File: src/rtl/symbol_rr_detect_ctrl.sv
// symbol_rr_detect_ctrl: two-requester round-robin front end sharing one 01,10,11 symbol detector.
// Optional SYMBOL_RR_CLEAR_ON_HIT_EN: a completed match returns the context to S0 (non-overlapping).
`default_nettype none

module symbol_rr_detect_ctrl #(
  parameter int CNT_W = 8
) (
  input  logic             clk,
  input  logic             reset,
  input  logic             req0_valid,
  input  logic [1:0]       req0_num,
  output logic             req0_ready,
  input  logic             req1_valid,
  input  logic [1:0]       req1_num,
  output logic             req1_ready,
  input  logic             flush0,
  input  logic             flush1,
  output logic             hit,
  output logic             hit_id,
  output logic [CNT_W-1:0] hit_cnt0,
  output logic [CNT_W-1:0] hit_cnt1
);

  typedef enum logic [1:0] {S0 = 2'd0, S1 = 2'd1, S2 = 2'd2, S3 = 2'd3} state_t;

  localparam logic [CNT_W-1:0] CNT_MAX = {CNT_W{1'b1}};

  state_t           ctx0, ctx1, ctx0_next, ctx1_next;
  logic             last_grant, last_grant_next;
  logic             hit_next, hit_id_next;
  logic [CNT_W-1:0] cnt0_next, cnt1_next;
  logic             accept0, accept1, match0, match1;
  state_t           raw0, raw1;

  function automatic state_t advance(input state_t cur, input logic [1:0] num);
    state_t nxt;
    nxt = S0;
    if (num == 2'b01) begin
      nxt = S1;
    end else begin
      case (cur)
        S1:      nxt = (num == 2'b10) ? S2 : S0;
        S2:      nxt = (num == 2'b10) ? S2 : ((num == 2'b11) ? S3 : S0);
        S3:      nxt = (num == 2'b11) ? S3 : S0;
        default: nxt = S0;
      endcase
    end
    return nxt;
  endfunction

  // Detector state the context keeps after a completed match.
  function automatic state_t settle(input state_t raw);
`ifdef SYMBOL_RR_CLEAR_ON_HIT_EN
    return (raw == S3) ? S0 : raw;
`else
    return raw;
`endif
  endfunction

  // Arbitration stays combinational even in reset; contention goes to the requester not served last.
  always_comb begin
    req0_ready = req0_valid && (!req1_valid || last_grant);
    req1_ready = req1_valid && (!req0_valid || !last_grant);
  end

  always_comb begin
    accept0         = req0_valid && req0_ready;
    accept1         = req1_valid && req1_ready;
    raw0            = advance(ctx0, req0_num);
    raw1            = advance(ctx1, req1_num);
    match0          = 1'b0;
    match1          = 1'b0;
    ctx0_next       = ctx0;
    ctx1_next       = ctx1;
    last_grant_next = last_grant;
    hit_id_next     = hit_id;
    cnt0_next       = hit_cnt0;
    cnt1_next       = hit_cnt1;

    if (accept0) last_grant_next = 1'b0;
    else if (accept1) last_grant_next = 1'b1;

    // A flushed symbol is still handshaken but never reaches the detector.
    if (flush0) begin
      ctx0_next = S0;
    end else if (accept0) begin
      ctx0_next = settle(raw0);
      match0    = (raw0 == S3);
    end

    if (flush1) begin
      ctx1_next = S0;
    end else if (accept1) begin
      ctx1_next = settle(raw1);
      match1    = (raw1 == S3);
    end

    hit_next = match0 || match1;
    if (match0) begin
      hit_id_next = 1'b0;
      if (hit_cnt0 != CNT_MAX) cnt0_next = hit_cnt0 + 1'b1;
    end
    if (match1) begin
      hit_id_next = 1'b1;
      if (hit_cnt1 != CNT_MAX) cnt1_next = hit_cnt1 + 1'b1;
    end
  end

  always_ff @(posedge clk) begin
    if (reset) begin
      ctx0       <= S0;
      ctx1       <= S0;
      last_grant <= 1'b1;
      hit        <= 1'b0;
      hit_id     <= 1'b0;
      hit_cnt0   <= '0;
      hit_cnt1   <= '0;
    end else begin
      ctx0       <= ctx0_next;
      ctx1       <= ctx1_next;
      last_grant <= last_grant_next;
      hit        <= hit_next;
      hit_id     <= hit_id_next;
      hit_cnt0   <= cnt0_next;
      hit_cnt1   <= cnt1_next;
    end
  end

endmodule

`default_nettype wire

File: config.mk
export PLATFORM = sky130hd
export DESIGN_NAME = symbol_rr_detect_ctrl
export DESIGN_NICKNAME = d
export VERILOG_FILES = /design/src/rtl/symbol_rr_detect_ctrl.sv
export SDC_FILE = /design/constraint.sdc
export NUM_CORES = 1
export LEC_CHECK = 0
export ABC_AREA = 0
export BUFFER_PORTS_ARGS = -buffer_cell sky130_fd_sc_hd__buf_2
export CORE_MARGIN = 10
export CORE_UTILIZATION = 42
export CTS_CLUSTER_SIZE = 14
export DETAILED_ROUTE_END_ITERATION = 10
export GPL_TIMING_DRIVEN = 1
export PLACE_DENSITY = 0.76
export SYNTH_ARGS = -nofsm -noshare
export SYNTH_HDL_FRONTEND = slang
export SYNTH_SLANG_ARGS = --single-unit
File: constraint.sdc
create_clock -name clk -period 3 [get_ports clk]
set_input_delay 0.3 -clock clk [delete_from_list [all_inputs] [get_ports clk]]
set_output_delay 0.3 -clock clk [all_outputs]
set_load 0.05 [all_outputs]
Word-level counts from Yosys, hierarchy flattened
Index checks and enable logic that the tools add are counted.
{"block": "classes", "n_addsub": 2, "n_eq_ne": 16, "muxes": 18, "n_reduce_logical": 16}
{"op": "$eq 2x2->1 const B", "n": 10}
{"op": "$add 8x1->8 const B", "n": 2}
{"op": "$mux 2", "n": 8}
{"op": "$ne 8x8->1 const B", "n": 2}
{"op": "$pmux 2 s3", "n": 2}
{"op": "$eq 2x1->1 const B", "n": 4}
{"op": "$mux 1", "n": 8}
{"op": "$logic_and 1x1->1", "n": 4}
{"op": "$reduce_and 2->1", "n": 2}
{"op": "$reduce_bool 2->1", "n": 2}
{"op": "$reduce_or 2->1", "n": 2}
{"op": "$logic_not 1->1", "n": 3}
{"op": "$logic_or 1x1->1", "n": 3}
{"block": "totals", "register_bits": 23, "input_bits": 10, "out_inout_bits": 20}

Logic depth before layout (Yosys ltp)
{"block": "logic_depth", "word_depth": 10, "depth_mapped": 5, "mapped_depth_nobuf": 5}

Worst setup path before layout
OpenSTA, ideal clock, no wires.
{"block": "synth_timing", "kind": "register to register", "from": "register hit_cnt0[0]", "to": "register hit_cnt0[5]", "setup_time_ns": 0.121, "arrival_ns": 1.709, "setup_slack_ns": 1.170, "stages_incl_launch_ff": 6, "n_path_buf": 1, "period_less_slack_ns": 1.830, "cell_sequence": "dfxtp_1 > ha_1 > and4_4 > buf_6 > nor4_1 > mux2_2"}
{"block": "synth_via", "elab_chain_len": 2, "word_cells_on_any_way": 3, "classes_between": "1 x add/sub; 1 x eq/ne; 1 x reduce/logical"}
{"element": "start, declared", "line_no": "20", "rtl": "output logic [CNT_W-1:0] hit_cnt0,"}
{"element": "start signal, assigned", "line_no": "124", "rtl": "hit_cnt0 <= cnt0_next;"}
{"element": "parallel branches: the longest is 2 deep, another holds $add 8x1->8"}
Parallel ways; which one is timed is not known.
A chain may end at the register's enable or synchronous reset.

Final worst setup path
{"block": "layout_timing", "from": "register ctx0[1]", "to": "register hit_cnt0[5]"}
{"block": "layout_via", "elab_chain_len": 7, "word_cells_on_any_way": 9, "classes_between": "4 x eq/ne; 4 x mux; 1 x reduce/logical"}
{"element": "start, declared", "line_no": "28", "rtl": "state_t ctx0, ctx1, ctx0_next, ctx1_next;"}
{"element": "start signal, assigned", "line_no": "119", "rtl": "ctx0 <= ctx0_next;"}
{"element": "$eq 2x2->1 / $eq 2x1->1 (equally long branches)", "line_no": "41", "rtl": "case (cur)"}
{"element": "$pmux 2 s3 (*)", "line_no": "41"}
{"element": "$mux 2 (*)", "line_no": "38", "rtl": "if (num == 2'b01) begin"}
{"element": "$eq 2x2->1 (*)", "line_no": "88", "rtl": "match0 = (raw0 == S3);"}
{"element": "$mux 1 (*)", "line_no": "86", "rtl": "end else if (accept0) begin"}
{"element": "$mux 1 (*)", "line_no": "84", "rtl": "if (flush0) begin"}
{"element": "$reduce_and 2->1 (no source line) (*)"}
Mark *: on every way between the ends. The rest lies on a longest branch, timed or not.

==> summary.txt <==
GRT
  – Total GRT Usage: a little over a tenth
  – Vias in the first global route: around 1100
  – First-pass GRT wire length: approximately 4.8 mm
  – Antenna violations before repair: 0
  – Grt total ovfl: 0
  – Largest net degree at the start of global routing: 25

STA
  – Setup total negative slack: 0 ns
  – Worst clock skew: between 0.004 and 0.005 ns
  – Maximum clock frequency: slightly below 600 MHz
  – Slew Limit Headroom: a little under three quarters
  – Slew Limit Fails: 0
  – Final hold violation count: 0
  – Worst slew pin tran: 0.4261 ns
  – Final min period: 1.734 ns
  – RSZ-0062 raised after global routing: no
  – Period utilization: between 50% and 60%
  – Endpoints failing setup: 0

Layout
  – Ant. Diodes: 0
  – FILL cells: 259
  – Nets@finish: 170
  – P&R area growth vs syn: 15.68%
  – Fraction of layout cells with a size suffix above 1: between 20% and 30%

Yosys
  – Predominant post-synthesis flop cell: dfxtp_1
  – Post-synthesis mux area share: approximately 1.9%
  – Syn. warnings: 0
  – Synth cell types: 37
  – Cells after synthesis: approximately 130
  – Post-Synth XOR/XNOR Area: 2.303%
  – Number of synthesized register bits: 23
  – Cell with the most instances after synthesis: dfxtp_1
  – Register area share after synthesis: 40.35%
  – Synthesized area: 1141 um2
  – Net count after synthesis: 140
  – Asr flop ratio synth: 0%
  – Post-Synth Simple-Gate Area: roughly 28%
  – Largest family of logic cells by synthesized area: simple AND/OR/NAND/NOR gates
  – Share of the synthesized area in the top cell type: between 40% and 50%
  – Compound-Gate Fraction of Synth Area: 21.49%
  – Syn avg cell area: 8.915 um2
  – Most frequent cells after synthesis: 23 x dfxtp_1, 13 x a21oi_1, 9 x nand2_1, 8 x o21ai_0
  – Area leader, netlist: dfxtp_1
  – Synth Area in Adders: 2.193%
  – Synth top area cells: dfxtp_1 40%, a21oi_1 5.7%, o21ai_0 3.5%
  – Number of synthesized flops with an enable pin: 0

Placed design
  – Final GP Congestion: around 0.75
  – Hpwl dp: between 2 and 2.5 mm
  – Port Buffers: 29

Clock tree
  – Clock Tree Root: clkbuf_4
  – CTS tree: done
  – Clock buffer depth: 2
  – Worst-path clk slew: around 0.13 ns
  – Hold-fix buffers, CTS: 0
  – Clock Latency Late Sink: between 0.3 and 0.4 ns
  – H-tree Lvls: 1
  – Sink Count: 23
  – Total CTS buffers: 3
  – Post-CTS Setup Inserts: 0
  – CTS resizes: 0

Worst setup path
  – CP Launch Type: register
  – Reg2reg setup slack: 1.27 ns
  – CP Cell Sequence: and4b_1 > nand3_2 > nor4_1 > mux2_2
  – CP Data Arrival Time: just under 2 ns
  – Crit path max-delay cell type: dfxtp_1
  – Crit-path leading delay family: simple AND/OR/NAND/NOR gates
  – Crit path kind: reg2reg
  – Crit path depth: 4
  – RR Endpoint: hit_cnt0[5]
  – Max incr delay on CP: roughly 0.39 ns
  – Critical path startpoint: ctx0[1]
  – R2R depth: 4
  – Crit path max fanout: 14
  – R2R Path Start: ctx0[1]
  – CP Buf/Inv Count: 0
  – Crit. End Element: register
  – Crit path to: hit_cnt0[5]
  – Worst Path Required: about 3.2 ns

Run status
  – Outcome: completed

Route
  – Routed WL: around 2.7 mm
  – DR iter-0 viols: between 40 and 50
  – WL/cell: 14.54 um
  – Routed vias/inst: between 5 and 6
  – Remaining DRCs: 0
  – Via Count: ~1100
  – DR pass1 iterations: 4
  – Antenna Nets Post-Route: 0

Power
  – Lkg Pwr: approximately 0.00054 uW
  – Maximum vdd drop: between 0.2 and 0.25 mV
  – Pwr Total: ~490 uW
  – Pwr Density: 373.1 nW/um2

Die
  – Starting density of the core: 44.84%
  – # rows: 18
  – Die Span Y: between 70 and 80 um
  – Chip Width: 72.13 um
  – Die area: around 5200 um2
  – Core area: between 2000 and 3000 um2
  – IO Count: 30

Hold path
  – Hold crit path type: in2reg

Run
  – Max Cap Viol: 0
-- metal layers --
metal / vias to the layer above / track usage (%) / wire length, um
met4: 0 / 4.731 / 40
met1: 502 / 12.72 / 1267
met2: 24 / 17.98 / 1272
li1: 541 / - / -
met5: - / 0 / 0
met3: 5 / 2.857 / 138
-- power by group --
group | switching, uW | internal (uW)
logic | 24.7 | 11.4
clock network | 95.6 | 52.1
registers | 1.72 | 307
-- kinds of logic after synthesis --
logic type	after synthesis
mux	2
buf+inv	8
compound gates	37
simple gates	53
flops	23
fa+ha+maj	2
xor+xnor	3
-- worst min path at each step --
stage                       from          end  depth (start not counted)
after global placement    hit_id       hit_id                          2
after global routing      flush0      ctx0[1]                          2
after detailed placement  hit_id       hit_id                          2
final                     flush1      ctx1[1]                          2
after floorplan            reset  hit_cnt0[6]                          1
after CTS                 flush0      ctx0[1]                          2
-- area by class of cell --
class,instances,area [um2],share of cell area (%)
clock buffers,4,26.28,1.991
inverters,4,15.01,1.137
multi-input cells,97,635.6,48.15
flip-flops and latches,23,460.4,34.88
well taps,30,37.54,2.844
repair buffers,29,145.1,11.00
-- sequential cells by signal, summed over array words and instances (netlist names) --
signal and flops:
hit_cnt0 8, last_grant 1, hit_cnt1 8, hit_id 1, ctx0 2, hit 1
ctx1 2
-- layout by cell type, fill, tap and decap left out, types with 2 or more instances in the layout --
cell type	Yosys	final
a211oi_1	3	3
a21oi_1	13	13
and3_1	2	2
and4b_1	2	2
buf_2	0	29
clkbuf_4	0	3
dfxtp_1	23	23
ha_1	2	2
inv_1	4	4
nand2_1	9	9
nand2b_1	3	3
nand3_1	6	6
nand4b_1	2	2
nor2_1	6	6
nor2b_1	6	6
o2111ai_1	2	2
o211ai_1	2	2
o21ai_0	8	8
o31ai_1	4	4
or3_1	4	4
or4_1	5	5
xor2_1	3	3
-- through the flow --
stage                     std cells  hold slack, ns  cell area, um2  setup slack, ns  utilization [%]
after floorplan                 128          0.3721            1141            1.170                -
after global placement          183          0.4576            1294            1.274            50.84
after detailed placement        183          0.4615            1294            1.206            50.84
after CTS                       187          0.1450            1320            1.286            51.87
after global routing            187          0.1503            1320            1.050            51.87
final                           187          0.1589            1320            1.266            51.87
(Power assumes the default switching activity.)
